File: src/rtl/cpu_pkg.sv
// rtl/cpu_pkg.sv - shared decoder/fetch encodings and fetch FSM state type
package cpu_pkg;

    localparam logic [15:0] NOOP_INSTR = 16'hBF00;

    localparam logic [1:0] BR_LINK   = 2'b00;
    localparam logic [1:0] BR_COND   = 2'b01;
    localparam logic [1:0] BR_UNCOND = 2'b10;
    localparam logic [1:0] BR_NONE   = 2'b11;

    typedef enum logic [1:0] {
        FETCH,
        WAIT,
        HOLD,
        DROP
    } fetch_state_t;

endpackage

File: src/rtl/branch_target.sv
// rtl/branch_target.sv - redirect target from PC, branch immediate or BX register
module branch_target (
    input  logic [15:0] pc,
    input  logic [10:0] imm,
    input  logic [1:0]  br_sel,
    input  logic        br_ex,
    input  logic [15:0] br_reg,
    output logic [15:0] target
);
    import cpu_pkg::*;

    logic [15:0] offset;

    always_comb begin
        offset = 16'h0000;
        case (br_sel)
            BR_COND:   offset = {{7{imm[7]}}, imm[7:0], 1'b0};
            BR_UNCOND: offset = {{4{imm[10]}}, imm[10:0], 1'b0};
            BR_LINK:   offset = {{9{imm[5]}}, imm[5:0], 1'b0};
            default:   offset = 16'h0000;
        endcase
        // BX targets are forced halfword aligned.
        if (br_ex) target = br_reg & 16'hFFFE;
        else       target = pc + 16'd4 + offset;
    end

endmodule

File: src/rtl/fetch_unit.sv
// rtl/fetch_unit.sv - PC holder and variable-latency instruction fetch feeding the decoder
module fetch_unit #(
    parameter logic [15:0] RESET_PC   = 16'h0000,
    parameter logic [15:0] NOOP_INSTR = 16'hBF00
) (
    input  logic        clk,
    input  logic        reset,
    input  logic        stall,
    input  logic        Branch,
    input  logic [1:0]  brSel,
    input  logic        brEx,
    input  logic [15:0] br_reg,
    output logic        imem_req,
    output logic [15:0] imem_addr,
    input  logic        imem_valid,
    input  logic [15:0] imem_rdata,
    output logic [15:0] PC,
    output logic [15:0] instr,
    output logic        instr_valid,
    output logic [15:0] link_addr
);
    import cpu_pkg::*;

    fetch_state_t state_q, state_d;
    logic [15:0]  fetch_pc_q, fetch_pc_d;
    logic [15:0]  pc_q, pc_d;
    logic [15:0]  instr_q, instr_d;
    logic         instr_valid_q, instr_valid_d;
    logic [15:0]  buf_q, buf_d;
    logic         outstanding_q, outstanding_d;
    logic [15:0]  target;
    logic         taken;
    logic         resp;

    branch_target u_branch_target (
        .pc     (pc_q),
        .imm    (instr_q[10:0]),
        .br_sel (brSel),
        .br_ex  (brEx),
        .br_reg (br_reg),
        .target (target)
    );

    assign taken       = instr_valid_q & Branch & ~stall & (brEx | (brSel != BR_NONE));
    assign resp        = imem_valid & outstanding_q;
    // A redirect in FETCH suppresses the wrong-path request outright.
    assign imem_req    = (state_q == FETCH) & ~taken & ~reset;
    assign imem_addr   = fetch_pc_q;
    assign PC          = pc_q;
    assign instr       = instr_q;
    assign instr_valid = instr_valid_q;
    assign link_addr   = pc_q + 16'd2;

    always_comb begin
        state_d       = state_q;
        fetch_pc_d    = fetch_pc_q;
        pc_d          = pc_q;
        instr_d       = instr_q;
        instr_valid_d = instr_valid_q;
        buf_d         = buf_q;
        outstanding_d = outstanding_q;

        if (imem_valid) outstanding_d = 1'b0;
        if (imem_req)   outstanding_d = 1'b1;

        if (!stall) begin
            instr_d       = NOOP_INSTR;
            instr_valid_d = 1'b0;
        end

        if (taken) begin
            fetch_pc_d = target;
            buf_d      = NOOP_INSTR;
            state_d    = ((state_q == WAIT || state_q == DROP) && !resp) ? DROP : FETCH;
        end else begin
            case (state_q)
                FETCH: state_d = WAIT;
                WAIT: begin
                    if (resp) begin
                        if (!instr_valid_q || !stall) begin
                            pc_d          = fetch_pc_q;
                            instr_d       = imem_rdata;
                            instr_valid_d = 1'b1;
                            fetch_pc_d    = fetch_pc_q + 16'd2;
                            state_d       = FETCH;
                        end else begin
                            buf_d   = imem_rdata;
                            state_d = HOLD;
                        end
                    end
                end
                HOLD: begin
                    if (!stall) begin
                        pc_d          = fetch_pc_q;
                        instr_d       = buf_q;
                        instr_valid_d = 1'b1;
                        fetch_pc_d    = fetch_pc_q + 16'd2;
                        state_d       = FETCH;
                    end
                end
                DROP: if (resp) state_d = FETCH;
                default: state_d = FETCH;
            endcase
        end
    end

    always_ff @(posedge clk) begin
        if (reset) begin
            state_q       <= FETCH;
            fetch_pc_q    <= RESET_PC;
            pc_q          <= RESET_PC;
            instr_q       <= NOOP_INSTR;
            instr_valid_q <= 1'b0;
            buf_q         <= NOOP_INSTR;
            outstanding_q <= 1'b0;
        end else begin
            state_q       <= state_d;
            fetch_pc_q    <= fetch_pc_d;
            pc_q          <= pc_d;
            instr_q       <= instr_d;
            instr_valid_q <= instr_valid_d;
            buf_q         <= buf_d;
            outstanding_q <= outstanding_d;
        end
    end

endmodule

File: config.mk
export PLATFORM = sky130hd
export DESIGN_NAME = fetch_unit
export DESIGN_NICKNAME = d
export VERILOG_FILES = /design/src/rtl/cpu_pkg.sv /design/src/rtl/branch_target.sv /design/src/rtl/fetch_unit.sv
export SDC_FILE = /design/constraint.sdc
export NUM_CORES = 1
export LEC_CHECK = 0
export BUFFER_PORTS_ARGS = -buffer_cell sky130_fd_sc_hd__buf_2
export CORE_MARGIN = 3
export CORE_UTILIZATION = 25
export DETAILED_ROUTE_END_ITERATION = 10
export GPL_ROUTABILITY_DRIVEN = 1
export PLACE_DENSITY = 0.4
export SLEW_MARGIN = 20
export SYNTH_ARGS = -nofsm -noshare
export SYNTH_HDL_FRONTEND = slang
export SYNTH_HIERARCHICAL = 1
export SYNTH_SLANG_ARGS = --single-unit
File: constraint.sdc
create_clock -name clk -period 3.1 [get_ports clk]
set_input_delay 0.465 -clock clk [delete_from_list [all_inputs] [get_ports clk]]
set_output_delay 0.465 -clock clk [all_outputs]
set_load 0.05 [all_outputs]
==> Word level (Yosys, flattened, before mapping) <==
Cells that the tools add are included.
W data, S select, Z words.
{ "classes": {"add_sub_neg": 4, "n_eq_ne": 13, "mux": 32, "bitwise": 11, "reduce_logical": 16} }
{ "op_table": {"columns": ["cell", "n"], "rows": [
  ["$mux W16", 13],
  ["$pmux W16 S2", 3],
  ["$pmux W16 S3", 1],
  ["$add A16 B2 Y16 const B", 2],
  ["$add A16 B16 Y16", 1],
  ["$add A16 B3 Y16 const B", 1],
  ["$mux W2", 6],
  ["$ne A3 B3 Y1 const B", 3],
  ["$pmux W2 S4", 1],
  ["$mux W1", 7],
  ["$and A1 B1 Y1", 6],
  ["$eq A2 B2 Y1 const B", 3],
  ["$ne A2 B2 Y1 const B", 3],
  ["$reduce_and A3 Y1", 2],
  ["$reduce_and A5 Y1", 1],
  ["$eq A2 B1 Y1 const B", 2],
  ["$logic_not A2 Y1", 2],
  ["$not A1 Y1", 4],
  ["$reduce_and A4 Y1", 1],
  ["$reduce_bool A2 Y1", 2],
  ["$logic_not A1 Y1", 3],
  ["$ne A3 B2 Y1 const B", 1],
  ["$reduce_bool A3 Y1", 1],
  ["$logic_or A1 B1 Y1", 2],
  ["other kinds (5)", 5]
]} }
{ "word_totals": {"regBits": 68, "input_bits": 40} }

==> Logic depth before layout (Yosys ltp) <==
{ "depth": {"depth_word": 7, "mapped_depth": 13, "ltp_nobuf": 13} }

==> Hierarchy <==
Netlist, hierarchy kept.
{ "by_module_without_submodules": {"columns": ["module", "instances", "cells_per_inst", "area_each_um2"], "rows": [
  ["fetch_unit", 1, 474, 3589.7],
  ["branch_target", 1, 160, 1194.9]
]} }

==> Worst setup path after synthesis <==
No wires, ideal clock.
{ "synth_path": {"kind": "flip-flop to flip-flop", "start": "register instr_q[5] (netlist: instr[5])", "end": "register fetch_pc_q[13] (netlist: imem_addr[13])", "setup_time_ps": 122, "t_arrival_ps": 3013, "required_time_ps": 2978, "setup_slack_ps": -34, "stages_incl_launch_ff": 10, "n_path_buf": 0, "period_less_slack_ps": 3134, "cell_sequence": "dfxtp_1 > mux2i_1 > nor2_1 > a21o_1 > ha_1 > ha_1 > a21o_2 > a2111o_1 > a311o_1 > a221o_1"} }
{ "synth_via": {"elab_chain_len": 4} }
{ "synth_lines": {"columns": ["element", "line_no", "rtl"], "rows": [
  ["from (decl)", "fetch_unit.sv:27", "logic [15:0] instr_q, instr_d;"],
  ["from (signal assigned)", "fetch_unit.sv:120", "instr_q <= instr_d;"],
  ["$pmux W16 S3", "branch_target.sv:16", "case (br_sel)"],
  ["$add A16 B16 Y16", "branch_target.sv:24", "else target = pc + 16'd4 + offset;"],
  ["$mux W16", "branch_target.sv:23", "if (br_ex) target = br_reg & 16'hFFFE;"],
  ["named net target[13]", "fetch_unit.sv:31", "logic [15:0] target;"],
  ["$mux W16", "fetch_unit.sv:71", "if (taken) begin"],
  ["to (signal assigned)", "fetch_unit.sv:118", "fetch_pc_q <= fetch_pc_d;"],
  ["to (decl)", "fetch_unit.sv:25", "logic [15:0] fetch_pc_q, fetch_pc_d;"]
]} }
The timed path passes the listed nets, and every way through them passes these cells.
A chain may end at the register's enable or synchronous reset.

==> Worst setup path after layout <==
{ "layout_path": {"start": "input port brSel[0]", "end": "register fetch_pc_q[13] (netlist: imem_addr[13])"} }
{ "layout_via": {"elab_chain_len": 5, "word_cells_on_any_way": 15, "cone_classes": "add/sub: 1; eq/ne: 6; mux: 3; bitwise: 2; reduce/logical: 3"} }
{ "layout_lines": {"columns": ["element", "line_no", "rtl"], "rows": [
  ["from (decl)", "fetch_unit.sv:10", "input logic [1:0] brSel,"],
  ["$eq A2 B2 Y1 (tied with other cells)", "branch_target.sv:16", null],
  ["$pmux W16 S3 (*)", "branch_target.sv:16", null],
  ["$add A16 B16 Y16 (*)", "branch_target.sv:24", null],
  ["$mux W16 (*)", "branch_target.sv:23", null],
  ["named net target[13]", "fetch_unit.sv:31", null],
  ["$mux W16 (*)", "fetch_unit.sv:71", null]
]} }
The timed path passes the listed nets; every way through them passes the cells marked *.

==> results.md <==
* Hpwl dp at 13300 um
* Vias per cell at 5.18
* CP max stage delay at 0.50 ns
* Reg area at 1360 um^2
* Buf/Inv on CP at 2
* Cell count after synthesis at 634
* Maximum vdd drop at 0.000410 V
* CP most frequent cell: ha_1
* Setup Fix Bufs, Post-CTS at 0
* Cts bufs inserted at 9
* R2R Setup Slk at 0.16 ns
* Fmax at 339 MHz
* Fin cells at 997
* Yosys warns at 6
* Top cell type's share of synthesized area at 28.5%
* Largest net degree at the start of global routing at 28
* Synth unique cells at 66
* GPL Wtd Cong at 0.819
* Reg-to-reg startpoint: instr[7]$_SDFF_PP0_
* Die W at 144 um
* Boundary Pins at 106
* Slew headroom at 44.6%
* Top delay family on crit path: compound AO/OA/AOI/OAI gates
* Initial Utilization at 26.0%
* CTS clk-pin slew, worst paths at 0.06 ns
* CP Class: input pin to flop
* Share of layout cells above drive strength 1 at 25.4%
* Hold Path Class: input pin to flop
* CTS tree: yes
* Remaining DRCs at 0
* Overall global routing resource usage at 17.5%
* Final instance area at 6170 um^2
* RSZ-0062 raised after global routing: false
* Worst Setup Start Kind: input pin
* Final Cycle Share at 95.2%
* # placed instances at 980
* Syn Area/Cell at 7.55 um^2
* Tot Pwr at 0.00349 W
* Routed vias at 5162
* Levels on crit path at 11
* Max Buffers Root-to-Sink at 2
* Final ANT Viol Nets at 0
* Site Rows at 49
* WL/cell at 18.2 um
* Dominant synthesized flop cell: dfxtp_1
* Setup-failing EPs final at 0
* Register area share after synthesis at 28.5%
* Worst-path maximum fanout at 6
* Syn_nets at 707
* Most instantiated cells after synthesis: nand2_1, dfxtp_1, a21oi_1
* Largest area contributor in the netlist: dfxtp_1
* Pre-Repair DR Iteration Count at 5
* 1st-iter DRT viols at 388
* WP data arrival at 3.18 ns
* Final setup TNS at 0 ns
* Reg-to-Reg End: imem_addr[13]$_SDFFE_PP0P_
* Async set-reset flop share out of synthesis at 0%
* CP required at 3.32 ns
* Fin util at 33.6%
* Filler cells at 1966
* Vias in the first global route at 5196
* CP Cell Sequence: buf_2 -> buf_4 -> mux2i_1 -> nor2_1 -> a21o_1 -> ha_1 -> ha_1 -> a21o_2 -> a2111o_1 -> a311o_1 -> a221o_1
* Leak pwr at 2.74 nW
* Status: completed
* Final Skew at 0.00766 ns
* # clock sinks at 68
* First-pass GRT wire length at 28600 um
* Crit path capture: imem_addr[13]$_SDFFE_PP0P_
* H-tree depth at 3
* Nature of the critical path endpoint: flop
* Initial antenna violation count at 1
* Port bufs at 104
* Final hold vios at 0
* #FFs+latches synth at 68
* Worst slew pin tran at 0.831 ns
* Final global-route overflow total at 0
* Area of the multi-input gates at 3200 um^2
* Critical-path top delay cell: a2111o_1
* Clk Latency, worst-skew pair at 0.34 ns
* Max_cap viols at 0
* Clk root buf: clkbuf_16
* Routed wire length at 18100 um
* Top-count cell post-synth: nand2_1
* Minimum clock period after layout at 2.95 ns
* Nets at 835
* Die H at 144 um
* Area delta synth->final at 29.0%
* Core footprint at 18400 um^2
* Max Slew Vio Count at 0
* Power density over the cells at 565 nW/um^2
* Die area at 20800 um^2
* Area after DPL at 5810 um^2
* Main area contributors after synthesis: dfxtp_1, ha_1, nand2_1
* Cells on worst reg2reg path at 9
* EDFF count, synth at 0
* Mapped Area at 4780 um^2
* Crit path from: brSel[0]
==> registers in the layout, summed over array words and instances (netlist names) <==
signal         cells
instr_valid        1
buf_q             16
outstanding_q      1
instr             16
imem_addr         16
PC                16
state_q            2
==> through the flow <==
step                setup WS, ns  hold slack (ns)
finish                     0.147            0.372
global route              0.0173            0.364
CTS                        0.175            0.355
detailed placement        -0.165            0.449
global placement          -0.120            0.445
floorplan                 0.0670            0.435
==> what timing repair did <==
action,4_1_cts,5_1_grt
resized for setup,0,1
endpoints found under the setup margin,0,1
hold buffers,0,0
==> worst min path at each step <==
stage	cells after the start	from	to	slack, ns
after detailed placement	2	buf_q[3]$_SDFFE_PP0P_	buf_q[3]$_SDFFE_PP0P_	0.45
after floorplan	2	buf_q[10]$_SDFFE_PP1P_	buf_q[10]$_SDFFE_PP1P_	0.44
final	3	imem_rdata[13]	buf_q[13]$_SDFFE_PP1P_	0.37
after CTS	3	imem_rdata[13]	buf_q[13]$_SDFFE_PP1P_	0.35
after global routing	3	imem_rdata[1]	buf_q[1]$_SDFFE_PP0P_	0.36
after global placement	2	buf_q[5]$_SDFFE_PP0P_	buf_q[5]$_SDFFE_PP0P_	0.44
==> logic make-up after synthesis <==
logic type | synth area share, %
AND/OR/NAND/NOR | 25.7
AO/OA/AOI/OAI | 25.8
flip-flops | 28.5
buffers and inverters | 5.02
adder cells (fa/ha/maj) | 8.79
XOR/XNOR | 4.21
multiplexers | 2.01
==> power breakdown <==
part           internal [W]  leakage, nW  total, W  switching, W
registers          0.000955        0.551   0.00104     0.0000864
logic              0.000399         2.02   0.00123      0.000830
clock network      0.000808        0.169   0.00122      0.000412
total               0.00216         2.74   0.00349       0.00133
==> final cells by class <==
type	instances	area share, %
Multi-Input combinational cell	512	51.8
Inverter	14	0.851
Clock inverter	6	1.80
Antenna cell	1	0.0405
Sequential cell	68	22.1
Timing Repair Buffer	157	14.9
Clock buffer	10	3.87
Tap cell	229	4.64
==> cells in the final DEF (no fill, tap or decap), types with 4 or more instances in the layout <==
cell         n
nand2_1     93
buf_2      104
and2_1      11
xnor2_1     13
buf_4       53
o211ai_1     4
a21oi_1     63
inv_1       14
nand3_1     45
a221o_1      4
dfxtp_1     66
o31ai_1      7
ha_1        32
clkbuf_16    9
nor2b_1      4
nor3_1      23
nand4_1      8
nor2_1      30
nand2b_1    10
a22oi_1      9
xor2_1      10
o21ai_0     57
mux2_2       5
mux2i_1      4
a32oi_1      4
a21o_1       5
and3_1      10
==> tightest hold or removal path: stages <==
cell	delay [ns]
buf_2	0.10
nand2_1	0.05
nand3_1	0.06
==> layer usage <==
| layer | vias to the layer above | GRT usage [%] | part of all wire [%] |
|---|---|---|---|
| li1 | 2567 | - | - |
| met1 | 2411 | 23.2 | 47 |
| met2 | 164 | 29.8 | 46 |
| met3 | 18 | 3.60 | 6.1 |
| met4 | 2 | 3.34 | 0.88 |
| met5 | - | 0 | 0.044 |
Note: power is estimated with default switching activity, not from simulation.
